`src/rtl/alu_iter.sv`:
```
// Iterative 32-bit ALU. Simple operations complete in one cycle; MULU and
// non-zero-divisor DIVU/REMU iterate one bit per cycle for 32 cycles.
//
// Handshake: start is a request sampled only while busy=0 (IDLE or DONE).
// The edge that samples start=1 captures A, B and ALUOp. done is a one-cycle
// pulse marking the cycle in which result/div_by_zero carry the new value.
// There is no back-pressure; a start during busy=1 is dropped.
module alu_iter (
    input  logic        CLK,
    input  logic        RST,
    input  logic        start,
    input  logic [3:0]  ALUOp,
    input  logic [31:0] A,
    input  logic [31:0] B,
    output logic [31:0] result,
    output logic        zero,
    output logic        busy,
    output logic        done,
    output logic        div_by_zero,
    output logic [1:0]  fsm_state
);

    localparam logic [3:0] OP_ADD  = 4'b0000;
    localparam logic [3:0] OP_SUB  = 4'b0001;
    localparam logic [3:0] OP_AND  = 4'b0010;
    localparam logic [3:0] OP_OR   = 4'b0011;
    localparam logic [3:0] OP_XOR  = 4'b0100;
    localparam logic [3:0] OP_SLT  = 4'b0101;
    localparam logic [3:0] OP_SLL  = 4'b0110;
    localparam logic [3:0] OP_SRL  = 4'b0111;
    localparam logic [3:0] OP_MULU = 4'b1000;
    localparam logic [3:0] OP_DIVU = 4'b1001;
    localparam logic [3:0] OP_REMU = 4'b1010;

    typedef enum logic [1:0] {
        IDLE = 2'd0,
        CALC = 2'd1,
        DONE = 2'd2
    } state_t;

    state_t      state;
    logic [5:0]  count;
    logic [3:0]  op_q;
    // MULU: acc = partial product, work = multiplier (shifts right),
    //       oper = multiplicand (shifts left).
    // DIV:  acc = partial remainder, work = dividend/quotient, oper = divisor.
    logic [31:0] acc;
    logic [31:0] work;
    logic [31:0] oper;

    logic [31:0] quick_result;
    logic        is_div;
    logic        is_multi;
    logic        is_dbz;
    logic [31:0] mul_acc_nxt;
    logic [32:0] div_diff;
    logic        div_ok;
    logic [31:0] div_rem_nxt;
    logic [31:0] div_quo_nxt;
    logic [31:0] final_result;

    assign zero      = (result == 32'd0);
    assign fsm_state = state;

    // Single-cycle result and classification of the incoming request
    always_comb begin
        quick_result = 32'd0;
        case (ALUOp)
            OP_ADD:  quick_result = A + B;
            OP_SUB:  quick_result = A - B;
            OP_AND:  quick_result = A & B;
            OP_OR:   quick_result = A | B;
            OP_XOR:  quick_result = A ^ B;
            OP_SLT:  quick_result = {31'd0, ($signed(A) < $signed(B))};
            OP_SLL:  quick_result = B << A[4:0];
            OP_SRL:  quick_result = B >> A[4:0];
            OP_DIVU: quick_result = 32'hFFFF_FFFF;
            OP_REMU: quick_result = A;
            default: quick_result = 32'd0;
        endcase
        is_div   = (ALUOp == OP_DIVU) || (ALUOp == OP_REMU);
        is_dbz   = is_div && (B == 32'd0);
        is_multi = (ALUOp == OP_MULU) || (is_div && (B != 32'd0));
    end

    // One shift-add or restoring-divide step from the current work registers
    always_comb begin
        mul_acc_nxt  = acc + (work[0] ? oper : 32'd0);
        div_diff     = {acc, work[31]} - {1'b0, oper};
        div_ok       = ~div_diff[32];
        div_rem_nxt  = div_ok ? div_diff[31:0] : {acc[30:0], work[31]};
        div_quo_nxt  = {work[30:0], div_ok};
        final_result = 32'd0;
        case (op_q)
            OP_MULU: final_result = mul_acc_nxt;
            OP_DIVU: final_result = div_quo_nxt;
            OP_REMU: final_result = div_rem_nxt;
            default: final_result = 32'd0;
        endcase
    end

    // Control FSM with registered outputs; the iteration datapath is kept
    // apart from result so result never moves mid-CALC
    always_ff @(posedge CLK) begin
        if (!RST) begin
            state       <= IDLE;
            count       <= 6'd0;
            op_q        <= 4'd0;
            acc         <= 32'd0;
            work        <= 32'd0;
            oper        <= 32'd0;
            result      <= 32'd0;
            busy        <= 1'b0;
            done        <= 1'b0;
            div_by_zero <= 1'b0;
        end else begin
            case (state)
                IDLE, DONE: begin
                    done <= 1'b0;
                    if (start) begin
                        op_q <= ALUOp;
                        if (is_multi) begin
                            state <= CALC;
                            busy  <= 1'b1;
                            count <= 6'd0;
                            acc   <= 32'd0;
                            if (ALUOp == OP_MULU) begin
                                work <= B;
                                oper <= A;
                            end else begin
                                work <= A;
                                oper <= B;
                            end
                        end else begin
                            state       <= DONE;
                            done        <= 1'b1;
                            result      <= quick_result;
                            div_by_zero <= is_dbz;
                        end
                    end else begin
                        state <= IDLE;
                    end
                end
                CALC: begin
                    count <= count + 6'd1;
                    if (op_q == OP_MULU) begin
                        acc  <= mul_acc_nxt;
                        work <= work >> 1;
                        oper <= oper << 1;
                    end else begin
                        acc  <= div_rem_nxt;
                        work <= div_quo_nxt;
                    end
                    if (count == 6'd31) begin
                        state       <= DONE;
                        busy        <= 1'b0;
                        done        <= 1'b1;
                        count       <= 6'd0;
                        result      <= final_result;
                        div_by_zero <= 1'b0;
                    end
                end
                default: begin
                    state <= IDLE;
                    busy  <= 1'b0;
                    done  <= 1'b0;
                end
            endcase
        end
    end

endmodule
```
`config.mk`:
```
export PLATFORM = sky130hd
export DESIGN_NAME = alu_iter
export DESIGN_NICKNAME = d
export VERILOG_FILES = /design/src/rtl/alu_iter.sv
export SDC_FILE = /design/constraint.sdc
export NUM_CORES = 1
export LEC_CHECK = 0
export CAP_MARGIN = 10
export CORE_UTILIZATION = 44
export CTS_CLUSTER_SIZE = 40
export DETAILED_ROUTE_END_ITERATION = 10
export GPL_TIMING_DRIVEN = 0
export PLACE_DENSITY = 0.64
export SLEW_MARGIN = 25
export SYNTH_ARGS = -nofsm -noshare
export SYNTH_HDL_FRONTEND = slang
export SYNTH_SLANG_ARGS = --single-unit
```
`constraint.sdc`:
```
create_clock -name CLK -period 8.3 [get_ports CLK]
set_clock_uncertainty 0.15 [all_clocks]
set_input_delay 1.66 -clock CLK [delete_from_list [all_inputs] [get_ports CLK]]
set_output_delay 1.66 -clock CLK [all_outputs]
set_load 0.005 [all_outputs]
```
### Word level (Yosys, flattened, before mapping)

Index checks and enable logic that the tools add are counted.

| storage, ports and cells | value |
|---|---|
| register bits | 143 |
| bits of input ports | 71 |
| word-level logic and storage cells | 100 |

| operators by class | value |
|---|---|
| muxes and demuxes | 41 |
| bitwise gates (word level) | 4 |
| equal/unequal tests | 21 |
| order comparisons | 1 |
| add/sub/neg operators | 5 |
| reduce and logical (&&, ||, !) cells | 16 |
| shift-type cells | 2 |

Operators by type and width:

| cell | count |
|---|---|
| 32-bit 2-to-1 mux | 16 |
| 32-bit case mux with 10 select lines | 1 |
| 32-bit case mux with 2 select lines | 4 |
| 32-bit case mux with 3 select lines | 1 |
| 32-bit adder | 2 |
| 32-bit logical NOT | 2 |
| 33-bit by 32-bit subtractor with 33-bit output | 1 |
| 32-bit AND | 1 |
| 32-bit less-than comparator | 1 |
| 32-bit bitwise OR | 1 |
| 32-bit nonzero test | 1 |
| 32-bit by 5-bit left shift with 32-bit output | 1 |
| 32-bit by 5-bit >> shifter with 32-bit output | 1 |
| 32-bit subtractor | 1 |
| 32-bit bitwise XOR | 1 |
| 4-bit == test (second input constant) | 6 |
| 6-bit 2-to-1 mux | 3 |
| 4-bit by 3-bit == test with 1-bit output (second input constant) | 4 |
| 6-bit case mux with 2 select lines | 1 |
| 2-bit != test (second input constant) | 5 |
| 4-bit by 2-bit == test with 1-bit output (second input constant) | 2 |
| 1-bit 2-to-1 mux | 8 |
| 4-bit AND reduction | 2 |
| 6-bit by 1-bit adder with 6-bit output (second input constant) | 1 |
| 16 further kinds | 23 |

### Longest topological paths before layout

| depth | value |
|---|---|
| depth after elaboration | 7 |
| gate-level depth with buffers | 17 |

### Least setup slack after synthesis

Ideal clock, no wire load.

| timing | value |
|---|---|
| path type | input to register |
| from | input port A[2] |
| to | register result[0] |
| arrival | 5.353 ns |
| path buffers | 5 |
| slack | 2.670 ns |
| stages on the path | 17 |
| library setup time | 0.128 ns |
| required time | 8.022 ns |
| cell sequence | clkbuf_1 -> inv_1 -> clkbuf_1 -> buf_2 -> buf_1 -> ha_1 -> buf_2 -> nor3b_2 -> o31ai_1 -> a21oi_2 -> o211ai_1 -> o311a_1 -> o41ai_2 -> o21bai_1 -> a211o_1 -> a221oi_1 -> a21oi_1 |

| on the way | value |
|---|---|
| word-level cells in the longest chain between the ends | 5 |

Ends and longest elaborated chain:

| what | RTL line | text |
|---|---|---|
| from (decl) | 13 | `input logic [31:0] A,` |
| 32-bit less-than comparator, or another cell as far along | 74 | `OP_SLT: quick_result = {31'd0, ($signed(A) < $signed(B))};` |
| 32-bit case mux with 10 select lines * | 68 | `case (ALUOp)` |
| 32-bit 2-to-1 mux * | 122 | `if (is_multi) begin` |
| 32-bit 2-to-1 mux * | 120 | `if (start) begin` |
| 32-bit case mux with 2 select lines * | 117 | `case (state)` |
| to (signal assigned) | 137 | `result <= quick_result;` |
| to (signal assigned) | 159 | `result <= final_result;` |
| to (decl) | 15 | `output logic [31:0] result,` |

Mark *: on every way between the ends. The rest lies on a longest branch, timed or not. The select of a mux whose other input is x is not followed.
A chain may end at the register's enable or synchronous reset.

### Worst setup path in the final report

| timing | value |
|---|---|
| from | input port A[2] |
| to | register result[30] |

| on the way | value |
|---|---|
| word-level cells in the longest chain between the ends | 5 |

Ends and longest elaborated chain:

| what | RTL line | text |
|---|---|---|
| 32-bit subtractor, or another cell as far along | 70 | `OP_SUB: quick_result = A - B;` |
| 32-bit case mux with 10 select lines * | 68 |  |
| 32-bit 2-to-1 mux * | 122 |  |
| 32-bit 2-to-1 mux * | 120 |  |
| 32-bit case mux with 2 select lines * | 117 |  |

Marks and branches as above.

==> metrics.txt <==
CP Class primary input to flop; static leakage roughly 8.6 nW; Worst Setup EP result[30]$_SDFFE_PN0P_; Hold Path Class flop to flop; failing checks DRC, setup timing; Initial Utilization 0.448; overall power around 0.0034 W; Combinational Power Share 0.514; die area 46000 um^2; Synthesized Nets about 3000; Placed Cells approximately 3600; CP Max Fanout 10; Final Setup Violations 3; clock-pin slew on the worst setup and hold paths ~0.06 ns; gpl congestion around 1.1; delay-heaviest family, CP compound AO/OA/AOI/OAI gates; clock latency on the worst-skew pair between 0.4 and 0.5 ns; clk sinks between 100 and 150; area of the multi-input gates approximately 16000 um^2; number of synthesized flops with an enable pin 0; Residual DRC 4; CP Cell Sequence clkdlybuf4s50_1, clkbuf_1, inv_1, clkbuf_1, buf_2, buf_1, ha_1, buf_2, a211oi_1, o211ai_1, a21oi_1, nor2_1, a21oi_1, o21ai_0, mux2i_1, a22oi_1, a22oi_1, o221a_2; Synth area leaders dfxtp_1 14%, ha_1 10%, a21oi_1 7.9%, nand2_1 6.4%, nor2_1 5.3%; Initial DRC Count 3569; post-synthesis average cell area ~7 um^2; vias in the first global route approximately 24000; nature of the critical path endpoint flop; Reg power frac 0.230; post-synthesis cell type count 95; Switch Pwr roughly 0.0015 W; Final Net Count approximately 3200; final worst slack -0.105 ns; final std cells w/o fill around 3600; r2r setup slk 3.33 ns; CP startpoint A[2]; Buf/Inv on CP 7; initial antenna violation count 3; maximum VDD drop around 170 uV; largest net degree at the start of global routing 17; final hold vios 0; top_reg_cell synth dfxtp_1; GRT Residual Overflow 0; Die Y 215 um; CP Launch Type primary input; FFs w/ async S/R, synth 0; Slew @ Worst Pin approximately 1.2 ns; worst slack at placement -0.527 ns; Site Rows a little under 80; Die X roughly 210 um; area leader, netlist dfxtp_1; crit path time final around 8.4 ns; iteration count of the initial detailed-routing pass 11; routed len/inst between 30 and 40 um; Post-Synthesis Cells around 2800; Critical R2R Capture acc[0]$_SDFFE_PN0P_; vias per inst around 7; post-CTS setup buffers 0; commonest non-fill, non-tap cells in the layout 337 x nand2_1, 312 x a21oi_1, 283 x nor2_1; fill count 4510; Sw Share 0.451; MaxCap Viol Count 0; Area Growth Syn to Fin 13.0%; top-area cell type share of the netlist area 0.143; Boundary Pins between 100 and 150; FF/Latch Area 2840 um^2; Seq/Total Area, Yosys 0.143; clock network fraction of total power 0.256; CTS Buf Count 17; Max Fclk between 100 and 150 MHz; via count 25400; run status complete, but fails checks; first-pass GRT wire length roughly 160 mm; DP HPWL between 90 and 100 mm; Worst Path Required approximately 8.5 ns; clock root buffer clkbuf_16; worst flop-to-flop path startpoint oper[0]$_SDFFE_PN0P_; FF+latch count, synth 142; commonest non-fill, non-tap cell in the layout nand2_1; Total Routing Usage GR 0.484; Cell Area, Synth roughly 20000 um^2; unrepaired setup endpoints after global routing no; Pwr Density between 100 and 150 nW/um^2; CP max stage cell buf_1; port bufs ~110; H-Tree Depth 4; Max clock buf depth 2; WP depth 18; Routed WL about 120 mm; CTS tree done; fin. max-slew vios 0; ANT nets after route 0; hold depth 2; Final period util 1.01; r2r worst-path depth 15; Slew HR 0.189; Crit path largest cell delay 0.66 ns; crit path DAT between 8 and 9 ns; Pint around 0.0018 W; share of post-route cells with drive strength above 1 0.0558; Core Region between 40000 and 50000 um^2; number of synthesis warnings 0
## worst min path at each step
stage | from | endpoint
floorplan | count[5]$_SDFFE_PN0P_ | count[5]$_SDFFE_PN0P_
global placement | count[5]$_SDFFE_PN0P_ | count[5]$_SDFFE_PN0P_
detailed placement | div_by_zero$_SDFFE_PN0P_ | div_by_zero$_SDFFE_PN0P_
CTS | div_by_zero$_SDFFE_PN0P_ | div_by_zero$_SDFFE_PN0P_
global route | div_by_zero$_SDFFE_PN0P_ | div_by_zero$_SDFFE_PN0P_
finish | div_by_zero$_SDFFE_PN0P_ | div_by_zero$_SDFFE_PN0P_
## sequential cells by signal (all words and copies together) (netlist names)
signal / cells
result: 32
div_by_zero: 1
busy: 1
count: 6
done: 1
oper: 32
op_q: 4
work: 32
acc: 32
fsm_state: 1
## power by group through the flow
| stage | clock network, W | registers, W | logic [W] |
|---|---|---|---|
| after floorplan | 0 | 0.000761 | 0.00103 |
| after global placement | 0 | 0.000781 | 0.00162 |
| after detailed placement | 0 | 0.000782 | 0.00163 |
| after CTS | 0.000850 | 0.000768 | 0.00164 |
| after global routing | 0.000884 | 0.000773 | 0.00179 |
| final | 0.000861 | 0.000773 | 0.00173 |
## cells in the mapped netlist (17+ instances only)
cell type,instances
nand2_1,337
a21oi_1,313
nor2_1,283
clkbuf_1,179
o21ai_0,177
ha_1,163
inv_1,147
dfxtp_1,142
o211ai_1,102
a211oi_1,83
mux2i_1,76
nand3_1,52
and2_1,46
nor3_1,44
a311oi_1,36
xnor2_1,34
mux4_2,33
nor4_1,33
a21o_1,30
a22oi_1,30
a221oi_1,29
a31oi_1,27
o221ai_1,25
xor2_1,24
buf_2,20
nor2b_1,19
o22ai_1,19
mux2_2,18
nand2b_1,18
o21bai_1,18
and3_1,17
nand4_1,17
## metrics by stage
stage          setup TNS [ns]  hold WS (ns)   util  instance area (um^2)
2_1_floorplan               0         0.273      -                 19900
3_3_place_gp            -2.31         0.297  0.488                 21700
3_5_place_dp            -1.32         0.316  0.490                 21800
4_1_cts                     0         0.324  0.505                 22400
5_1_grt                     0         0.339  0.506                 22500
6_report               -0.160         0.320  0.506                 22500
## logic make-up (layout without fill, tap and decap cells)
logic type | Yosys count | count (layout) | share of synthesized area
multiplexers | 127 | 127 | 0.0859
buffers and inverters | 375 | 519 | 0.0753
AND/OR/NAND/NOR | 909 | 909 | 0.205
adder cells (fa/ha/maj) | 167 | 167 | 0.107
AO/OA/AOI/OAI | 1069 | 1069 | 0.358
flip-flops | 142 | 142 | 0.143
XOR/XNOR | 58 | 58 | 0.0256
other | 0 | 2 | 0
## tightest hold or removal path, delay by kind of cell (launching register included)
kind	cells	cell delay, ns
flops	1	0.32
compound gates	1	0.05
simple gates	1	0.05
## cell type report
class	instances	share of cell area
antenna	2	0.000223
buffer	225	0.0416
clock buffer	23	0.0222
clock inverter	9	0.00691
inverter	150	0.0251
multi-input combinational	2330	0.695
sequential	142	0.127
tap	592	0.0330
timing repair buffer	112	0.0492
## per-layer routing
| layer | track usage | part of all wire | routed length (um) | up-vias |
|---|---|---|---|---|
| met4 | 0.402 | 0.10 | 11600 | 4 |
| met2 | 0.755 | 0.43 | 49200 | 2105 |
| met5 | 0 | 0.00018 | 21 | - |
| met3 | 0.127 | 0.12 | 14100 | 567 |
| met1 | 0.556 | 0.35 | 40300 | 11900 |
| li1 | - | - | - | 10800 |
## repair_timing
| item | CTS | global route |
|---|---|---|
| endpoints found under the setup margin | 1 | 3 |
| resized for setup | 1 | 1 |
| hold buffers | 0 | 0 |
| pin swaps | 0 | 0 |
No activity file was read; power rests on OpenSTA's default activity.
